## src/rtl/echo_indication_arbiter.sv

```systemverilog
// Round-robin arbiter sharing one echo indication port between N requester FIFOs.
// Optional per-channel saturating grant counters when ECHO_ARB_GRANT_CNT_EN is defined.
module echo_indication_arbiter #(
    parameter int N     = 4,
    parameter int W     = 32,
    parameter int DEPTH = 2,
    parameter int SW    = $clog2(N)
) (
    input  logic             CLK,
    input  logic             nRST,
    input  logic             arb_en,
    input  logic [N-1:0]     req__ENA,
    output logic [N-1:0]     req__RDY,
    input  logic [N*W-1:0]   req_v,
    input  logic             echo__RDY,
    output logic             echo__ENA,
    output logic [W-1:0]     echo_v,
    output logic [SW-1:0]    echo_src,
`ifdef ECHO_ARB_GRANT_CNT_EN
    output logic             busy,
    output logic [N*16-1:0]  grant_cnt
`else
    output logic             busy
`endif
);

    localparam int AW = $clog2(DEPTH);

    logic [N-1:0]  full;
    logic [N-1:0]  empty;
    logic [N-1:0]  enq;
    logic [N-1:0]  deq;
    logic [W-1:0]  head [N];

    logic          out_valid_reg;
    logic [W-1:0]  echo_v_reg;
    logic [SW-1:0] echo_src_reg;
    logic [SW-1:0] last_grant_reg;

    logic          load_ok;
    logic          do_grant;
    logic          grant_found;
    logic [SW-1:0] grant_idx;
    logic [SW:0]   cand_sum;
    logic [SW-1:0] cand;

    // Per-channel FIFO; the extra pointer bit distinguishes full from empty.
    generate
        for (genvar gi = 0; gi < N; gi++) begin : g_ch
            logic [W-1:0] mem [DEPTH];
            logic [AW:0]  wr_ptr_reg;
            logic [AW:0]  rd_ptr_reg;

            assign empty[gi]    = (wr_ptr_reg == rd_ptr_reg);
            assign full[gi]     = (wr_ptr_reg[AW] != rd_ptr_reg[AW]) &&
                                  (wr_ptr_reg[AW-1:0] == rd_ptr_reg[AW-1:0]);
            assign enq[gi]      = req__ENA[gi] & ~full[gi];
            assign deq[gi]      = do_grant && (grant_idx == SW'(gi));
            assign head[gi]     = mem[rd_ptr_reg[AW-1:0]];
            assign req__RDY[gi] = ~full[gi];

            always_ff @(posedge CLK or negedge nRST) begin
                if (!nRST) begin
                    wr_ptr_reg <= '0;
                    rd_ptr_reg <= '0;
                end else begin
                    if (enq[gi]) wr_ptr_reg <= wr_ptr_reg + 1'b1;
                    if (deq[gi]) rd_ptr_reg <= rd_ptr_reg + 1'b1;
                end
            end

            always_ff @(posedge CLK) begin
                if (enq[gi]) mem[wr_ptr_reg[AW-1:0]] <= req_v[gi*W +: W];
            end
        end
    endgenerate

    // Search last_grant+1, last_grant+2, ... modulo N; first non-empty wins.
    always_comb begin
        grant_found = 1'b0;
        grant_idx   = '0;
        cand_sum    = '0;
        cand        = '0;
        for (int k = 1; k <= N; k++) begin
            cand_sum = {1'b0, last_grant_reg} + (SW+1)'(k);
            cand     = (cand_sum >= (SW+1)'(N)) ? SW'(cand_sum - (SW+1)'(N)) : SW'(cand_sum);
            if (!grant_found && !empty[cand]) begin
                grant_found = 1'b1;
                grant_idx   = cand;
            end
        end
    end

    assign echo__ENA = out_valid_reg & echo__RDY;
    assign load_ok   = arb_en & (~out_valid_reg | echo__ENA);
    assign do_grant  = load_ok & grant_found;

    always_ff @(posedge CLK or negedge nRST) begin
        if (!nRST) begin
            out_valid_reg  <= 1'b0;
            echo_v_reg     <= '0;
            echo_src_reg   <= '0;
            last_grant_reg <= SW'(N - 1);
        end else if (do_grant) begin
            out_valid_reg  <= 1'b1;
            echo_v_reg     <= head[grant_idx];
            echo_src_reg   <= grant_idx;
            last_grant_reg <= grant_idx;
        end else if (echo__ENA) begin
            out_valid_reg  <= 1'b0;
        end
    end

    assign echo_v   = echo_v_reg;
    assign echo_src = echo_src_reg;
    assign busy     = (~&empty) | out_valid_reg;

`ifdef ECHO_ARB_GRANT_CNT_EN
    generate
        for (genvar gi = 0; gi < N; gi++) begin : g_cnt
            logic [15:0] cnt_reg;

            always_ff @(posedge CLK or negedge nRST) begin
                if (!nRST) begin
                    cnt_reg <= '0;
                end else if (deq[gi] && (cnt_reg != 16'hFFFF)) begin
                    cnt_reg <= cnt_reg + 16'd1;
                end
            end

            assign grant_cnt[gi*16 +: 16] = cnt_reg;
        end
    endgenerate
`endif

endmodule

```

## config.mk

```make
export PLATFORM = sky130hd
export DESIGN_NAME = echo_indication_arbiter
export DESIGN_NICKNAME = d
export VERILOG_FILES = /design/src/rtl/echo_indication_arbiter.sv
export SDC_FILE = /design/constraint.sdc
export NUM_CORES = 1
export LEC_CHECK = 0
export CAP_MARGIN = 20
export CORE_MARGIN = 5
export CORE_UTILIZATION = 28
export DETAILED_ROUTE_END_ITERATION = 16
export PLACE_DENSITY = 0.5
export SLEW_MARGIN = 20
export SYNTH_ARGS = -nofsm -noshare
export SYNTH_HDL_FRONTEND = slang
export SYNTH_SLANG_ARGS = --single-unit
```

## constraint.sdc

```tcl
create_clock -name CLK -period 3.75 [get_ports CLK]
set_input_delay 0.9375 -clock CLK [delete_from_list [all_inputs] [get_ports CLK]]
set_output_delay 0.9375 -clock CLK [all_outputs]
set_load 0.02 [all_outputs]
```

== Word level (Yosys, flattened, before mapping) ==
Memories as Yosys holds them, arrays and structs flattened.
Index checks and enable logic that the tools add are counted.

* Flip-flop bits (word level): 53
* Bits in writable memories: 256
* Input port bits: 136
* Output and inout bits: 40
* Logic and storage cells: 124
* Memories kept: 4

* Add/subtract/negate cells: 16
* Magnitude comparators: 9
* Eq/ne operators: 15
* Muxes and demuxes: 33
* Bitwise gates (word level): 15
* Reduce and logical (&&, ||, !) cells: 20

{| class="wikitable"
|+ Memories
! name !! depth !! bits a word !! read ports !! clocked after Yosys merged registers in !! wr ports !! line !! RTL
|-
| g_ch[0].mem || 2 || 32 || 1 || 0 || 1 || 50 || <nowiki>logic [W-1:0] mem [DEPTH];</nowiki>
|-
| g_ch[1].mem || 2 || 32 || 1 || 0 || 1 || 50 ||
|-
| g_ch[2].mem || 2 || 32 || 1 || 0 || 1 || 50 ||
|-
| g_ch[3].mem || 2 || 32 || 1 || 0 || 1 || 50 ||
|}

{| class="wikitable"
|+ Operators by type and width
! cell !! count
|-
| binary-select mux 32 bit (select 2 bit) || 1
|-
| 2-to-1 mux 32 bit || 2
|-
| 2-to-1 mux 1 bit || 18
|-
| adder 2 x 1 -> 2 bit, second input constant || 8
|-
| 2-to-1 mux 2 bit || 8
|-
| >= comparator 3 bit, second input constant || 5
|-
| < comparator 2 x 3 -> 1 bit, second input constant || 4
|-
| logical AND 1 bit || 11
|-
| binary-select mux 1 bit (select 2 bit) || 4
|-
| equality test 2 bit || 4
|-
| subtractor 2 x 1 -> 2 bit, second input constant || 4
|-
| AND 1 bit || 7
|-
| adder 2 x 2 -> 3 bit, second input constant || 2
|-
| logical NOT 1 bit || 6
|-
| NOT 1 bit || 5
|-
| equality test 1 bit || 4
|-
| equality test 2 bit, second input constant || 2
|-
| != test 1 bit || 4
|-
| AND reduction 4 bit || 1
|-
| adder 2 x 1 -> 3 bit, second input constant || 1
|-
| adder 2 x 3 -> 3 bit, second input constant || 1
|-
| NOT 2 -> 3 bit || 1
|-
| equality test 2 x 1 -> 1 bit, second input constant || 1
|-
| logical NOT 2 bit || 1
|-
| other kinds (2) || 3
|}

== Longest topological paths before layout ==
* Depth after elaboration: 18
* Mapped depth: 11
* Mapped depth without buffers: 6

== Worst setup path before layout ==
No wires, ideal clock.

* Kind: flip-flop to flip-flop
* From: reg g_ch[0].rd_ptr_reg[1]
* To: mem g_ch[0].mem[0][0] (enable)
* Setup time: 421 ps
* Data arrival time: 2532 ps
* Data required time: 3329 ps
* Slack: 797 ps
* Stages on the path, launching flop included: 5
* Path buffers: 0
* Period minus slack after synthesis: 2953 ps
* Cell sequence: dfrtp_1 -> xnor2_1 -> nand2b_1 -> nand2_1 -> nor2_1

* Longest elaborated chain between the ends: 6

{| class="wikitable"
|+ Ends and longest elaborated chain
! what !! line !! RTL
|-
| start, declared || 52 || <nowiki>logic [AW:0] rd_ptr_reg;</nowiki>
|-
| start signal, assigned || 68 || <nowiki>if (deq[gi]) rd_ptr_reg <= rd_ptr_reg + 1'b1;</nowiki>
|-
| != test 1 bit || 55 || <nowiki>assign full[gi] = (wr_ptr_reg[AW] != rd_ptr_reg[AW]) &&</nowiki>
|-
| logical AND 1 bit || 55 ||
|-
| NOT 1 bit || - ||
|-
| named net req__RDY[0] || 13 || <nowiki>output logic [N-1:0] req__RDY,</nowiki>
|-
| AND 1 bit || 57 || <nowiki>assign enq[gi] = req__ENA[gi] & ~full[gi];</nowiki>
|-
| 2-to-1 mux 1 bit || 73 || <nowiki>if (enq[gi]) mem[wr_ptr_reg[AW-1:0]] <= req_v[gi*W +: W];</nowiki>
|-
| 2-to-1 mux 1 bit (implied by the code) || 73 ||
|-
| end, declared || 50 ||
|}

The timed path passes the listed nets, and every way through them passes these cells.

== Worst setup path after layout ==
* From: reg g_ch[3].rd_ptr_reg[1]
* To: out busy

* Longest elaborated chain between the ends: 4

{| class="wikitable"
|+ Ends and longest elaborated chain
! what !! line !! RTL
|-
| start, declared || 52 ||
|-
| start signal, assigned || 68 ||
|-
| equality test 2 bit || 54 || <nowiki>assign empty[gi] = (wr_ptr_reg == rd_ptr_reg);</nowiki>
|-
| AND reduction 4 bit || 116 || <nowiki>assign busy = (~&empty) | out_valid_reg;</nowiki>
|-
| logical NOT 1 bit || 116 ||
|-
| OR 1 bit || 116 ||
|-
| end, declared || 23 || <nowiki>output logic busy</nowiki>
|}

No other way between the ends.

==> out/results.tsv <==
metric	value	unit
wire_per_inst	21.0	um
synth_edf_count	256	
synthFlopType	edfxtp_1	
synth-compound-area-share	7.76	%
powerDensity	948	mW/mm2
antenna_left	0	
synthCells	751	
ys_warn_count	0	
synth_area	0.0124	mm2
synth-async-reset-ratio	17.2	%
power_frac_clock	21.5	%
fin_skew	0.0160	ns
cts_max_level	2	
die_w	220	um
cp_max_fo	6	
synthXorXnorAreaFrac	2.17	%
grt_start_max_net_pins	61	
critPathLaunch	g_ch[3].rd_ptr_reg[1]$_DFFE_PN0P_	
die_y	220	um
slew_violations	0	
synthMuxAreaShare	10.8	%
synthSimpleGateAreaFrac	4.57	%
min_path_type	in -> async	
crit_path_start_kind	flop	
seq_area_frac_synth	72.9	%
ir_worst_vdd	0.700	mV
tns	0	ns
layout-drive-gt1-share	17.3	%
synth_cell_types	46	
syn2layout_area_growth	29.6	%
drc	0	
hpwl	22.0	mm
synth_top_family_by_area	multiplexers	
dp.cells	1496	
outcome	finished clean	
multi_input_area	0.00318	mm2
grt_most_used_layer	met2	
numCtsBuffers	35	
fp.coreArea	0.0439	mm2
grt_util_met1	18.3	%
reg2reg_from	g_ch[0].rd_ptr_reg[1]$_DFFE_PN0P_	
cts_buffer_depth	3	
period_share	95.8	%
n_fill_cell	4211	
fmax	0.278	GHz
layout.cells.non_filler	1560	
track_usage	13.3	%
antenna_found_initial	2	
vias	7092	
hold_viol	0	
cts_root_buf	clkbuf_16	
finalSetupViolations	0	
grtUsageMet2	21.1	%
grt_pass1_vias	7327	
regArea	0.00902	mm2
vias_per_cell	4.55	
dr.pass1.iters	5	
row_count	77	
endpoint_kind	primary output	
synthAdderAreaFrac	0	%
synth_nets	887	
overflow	0	
fin_crit	3.59	ns
leakagePower	5.60	nW
ys_seq_elements	309	
n_antenna_cell	0	
grt_pass1_wl	48.1	mm
internal_power	9.40	mW
crit_arrival	2.65	ns
seq_power_share	35.9	%
pwr-share-comb	42.6	%
relSlewSlack	55.9	%
portBuffers	175	
cp.required	2.81	ns
drtIter0Drc	401	
pin_count	176	
syn_area_per_cell	16.5	um2
switchingPower	5.78	mW
insertion_delay	0.52	ns
ctsHoldBuffers	0	
path_class	reg -> out	
cts.sinks	309	
cap_violations	0	
rsz0062_at_grt	no	
gp_congestion	0.739	
path_clk_slew	0.06	ns
switching_share	38.1	%
design.die.area	0.0485	mm2
tritoncts	done	
largest_register_ffs	256	
start_util	28.1	%
tightestPinTransition	0.661	ns
grt_use_met3	3.67	%
nets	1079	
wl	32.7	mm
-- area by class of cell --
cell class / instances / share of cell area, %
flip-flops and latches: 309 / 56.3
multi-input cells: 396 / 19.8
repair buffers: 200 / 12.4
clock buffers: 53 / 6.40
well taps: 592 / 4.62
clock inverters: 9 / 0.430
inverters: 1 / 0.0234
-- cell families after synthesis --
| logic type | after synthesis |
|---|---|
| multiplexers | 128 |
| AO/OA/AOI/OAI | 126 |
| buffers and inverters | 46 |
| flip-flops | 309 |
| XOR/XNOR | 28 |
| AND/OR/NAND/NOR | 114 |
-- cells in the mapped netlist, types with 3 or more instances --
master,number,area (um2)
edfxtp_1,256,7690
and3_1,5,31.3
mux2i_1,88,881
nor3_1,8,40.0
clkbuf_1,19,71.3
mux2_2,40,450
xnor2_1,17,149
nand2b_1,3,18.8
buf_2,18,90.1
nand3_1,26,130
xor2_1,8,70.1
o221a_2,25,282
o211ai_1,25,188
a41oi_1,3,26.3
dfrtp_1,51,1280
nand2_1,16,60.1
a31oi_1,8,50.1
buf_6,4,45.0
nor2_1,41,154
a21oi_1,44,220
nand4_1,3,18.8
buf_1,4,15.0
a211o_1,10,87.6
-- what timing repair did --
action	4_1_cts	5_1_grt
endpoints found under the setup margin	1	1
gates resized for setup	2	2
hold endpoints to repair	0	0
buffers inserted	1	1
pin swaps	1	1
-- layout by cell type, fill, tap and decap left out, types with 26 or more instances in the layout --
master | netlist | final
edfxtp_1 | 256 | 256
clkdlybuf4s50_1 | 0 | 174
mux2i_1 | 88 | 88
dfrtp_1 | 51 | 47
a21oi_1 | 44 | 44
mux2_2 | 40 | 40
nor2_1 | 41 | 37
clkbuf_16 | 0 | 37
nand3_1 | 26 | 26
-- through the flow --
step                      setup slack, ns  hold WS, ns  instance area (um2)  utilization [%]  power, mW
after floorplan                     0.797        0.462                12400                -       9.53
after global placement              0.477        0.475                14900             33.9       12.1
after detailed placement            0.440        0.483                14900             33.9       12.1
after CTS                          0.0162        0.441                16000             36.4       15.5
after global routing               0.0310        0.466                16000             36.5       16.1
final                               0.159        0.450                16000             36.5       15.2
-- power by group through the flow --
stage / logic (mW) / clock network [mW] / registers (mW)
final: 6.47 / 3.26 / 5.45
after global routing: 7.04 / 3.51 / 5.56
after CTS: 6.63 / 3.36 / 5.47
after detailed placement: 6.59 / 0 / 5.52
after global placement: 6.58 / 0 / 5.50
after floorplan: 3.93 / 0 / 5.60
-- critical path: stages (launching register included) --
cell and delay (ns):
dfrtp_1 0.44, xor2_2 0.25, nor4_4 0.34, nand4_1 0.22, or2_2 0.35, clkdlybuf4s50_1 0.54
-- path summary, 6_finish.rpt --
check                                                         end  slack, ns  depth (start not counted)
worst min register to register  g_ch[0].wr_ptr_reg[1]$_DFFE_PN0P_       0.49                          1
max in group asynchronous           last_grant_reg[1]$_DFFE_PN1P_       2.51                          2
worst max-delay path                                         busy       0.16                          5
min in group CLK                g_ch[0].wr_ptr_reg[1]$_DFFE_PN0P_       0.49                          1
worst max register to register              echo_v[6]$_DFFE_PN0P_       0.87                          7
worst min-delay path                       echo_v[20]$_DFFE_PN0P_       0.45                          1
-- routing by layer --
metal | routed length [um] | vias to the layer above
met1 | 14800 | 3549
met4 | 552 | 4
met3 | 2010 | 41
li1 | - | 3326
met5 | 20 | -
met2 | 15300 | 172
No activity file was read; power rests on OpenSTA's default activity.
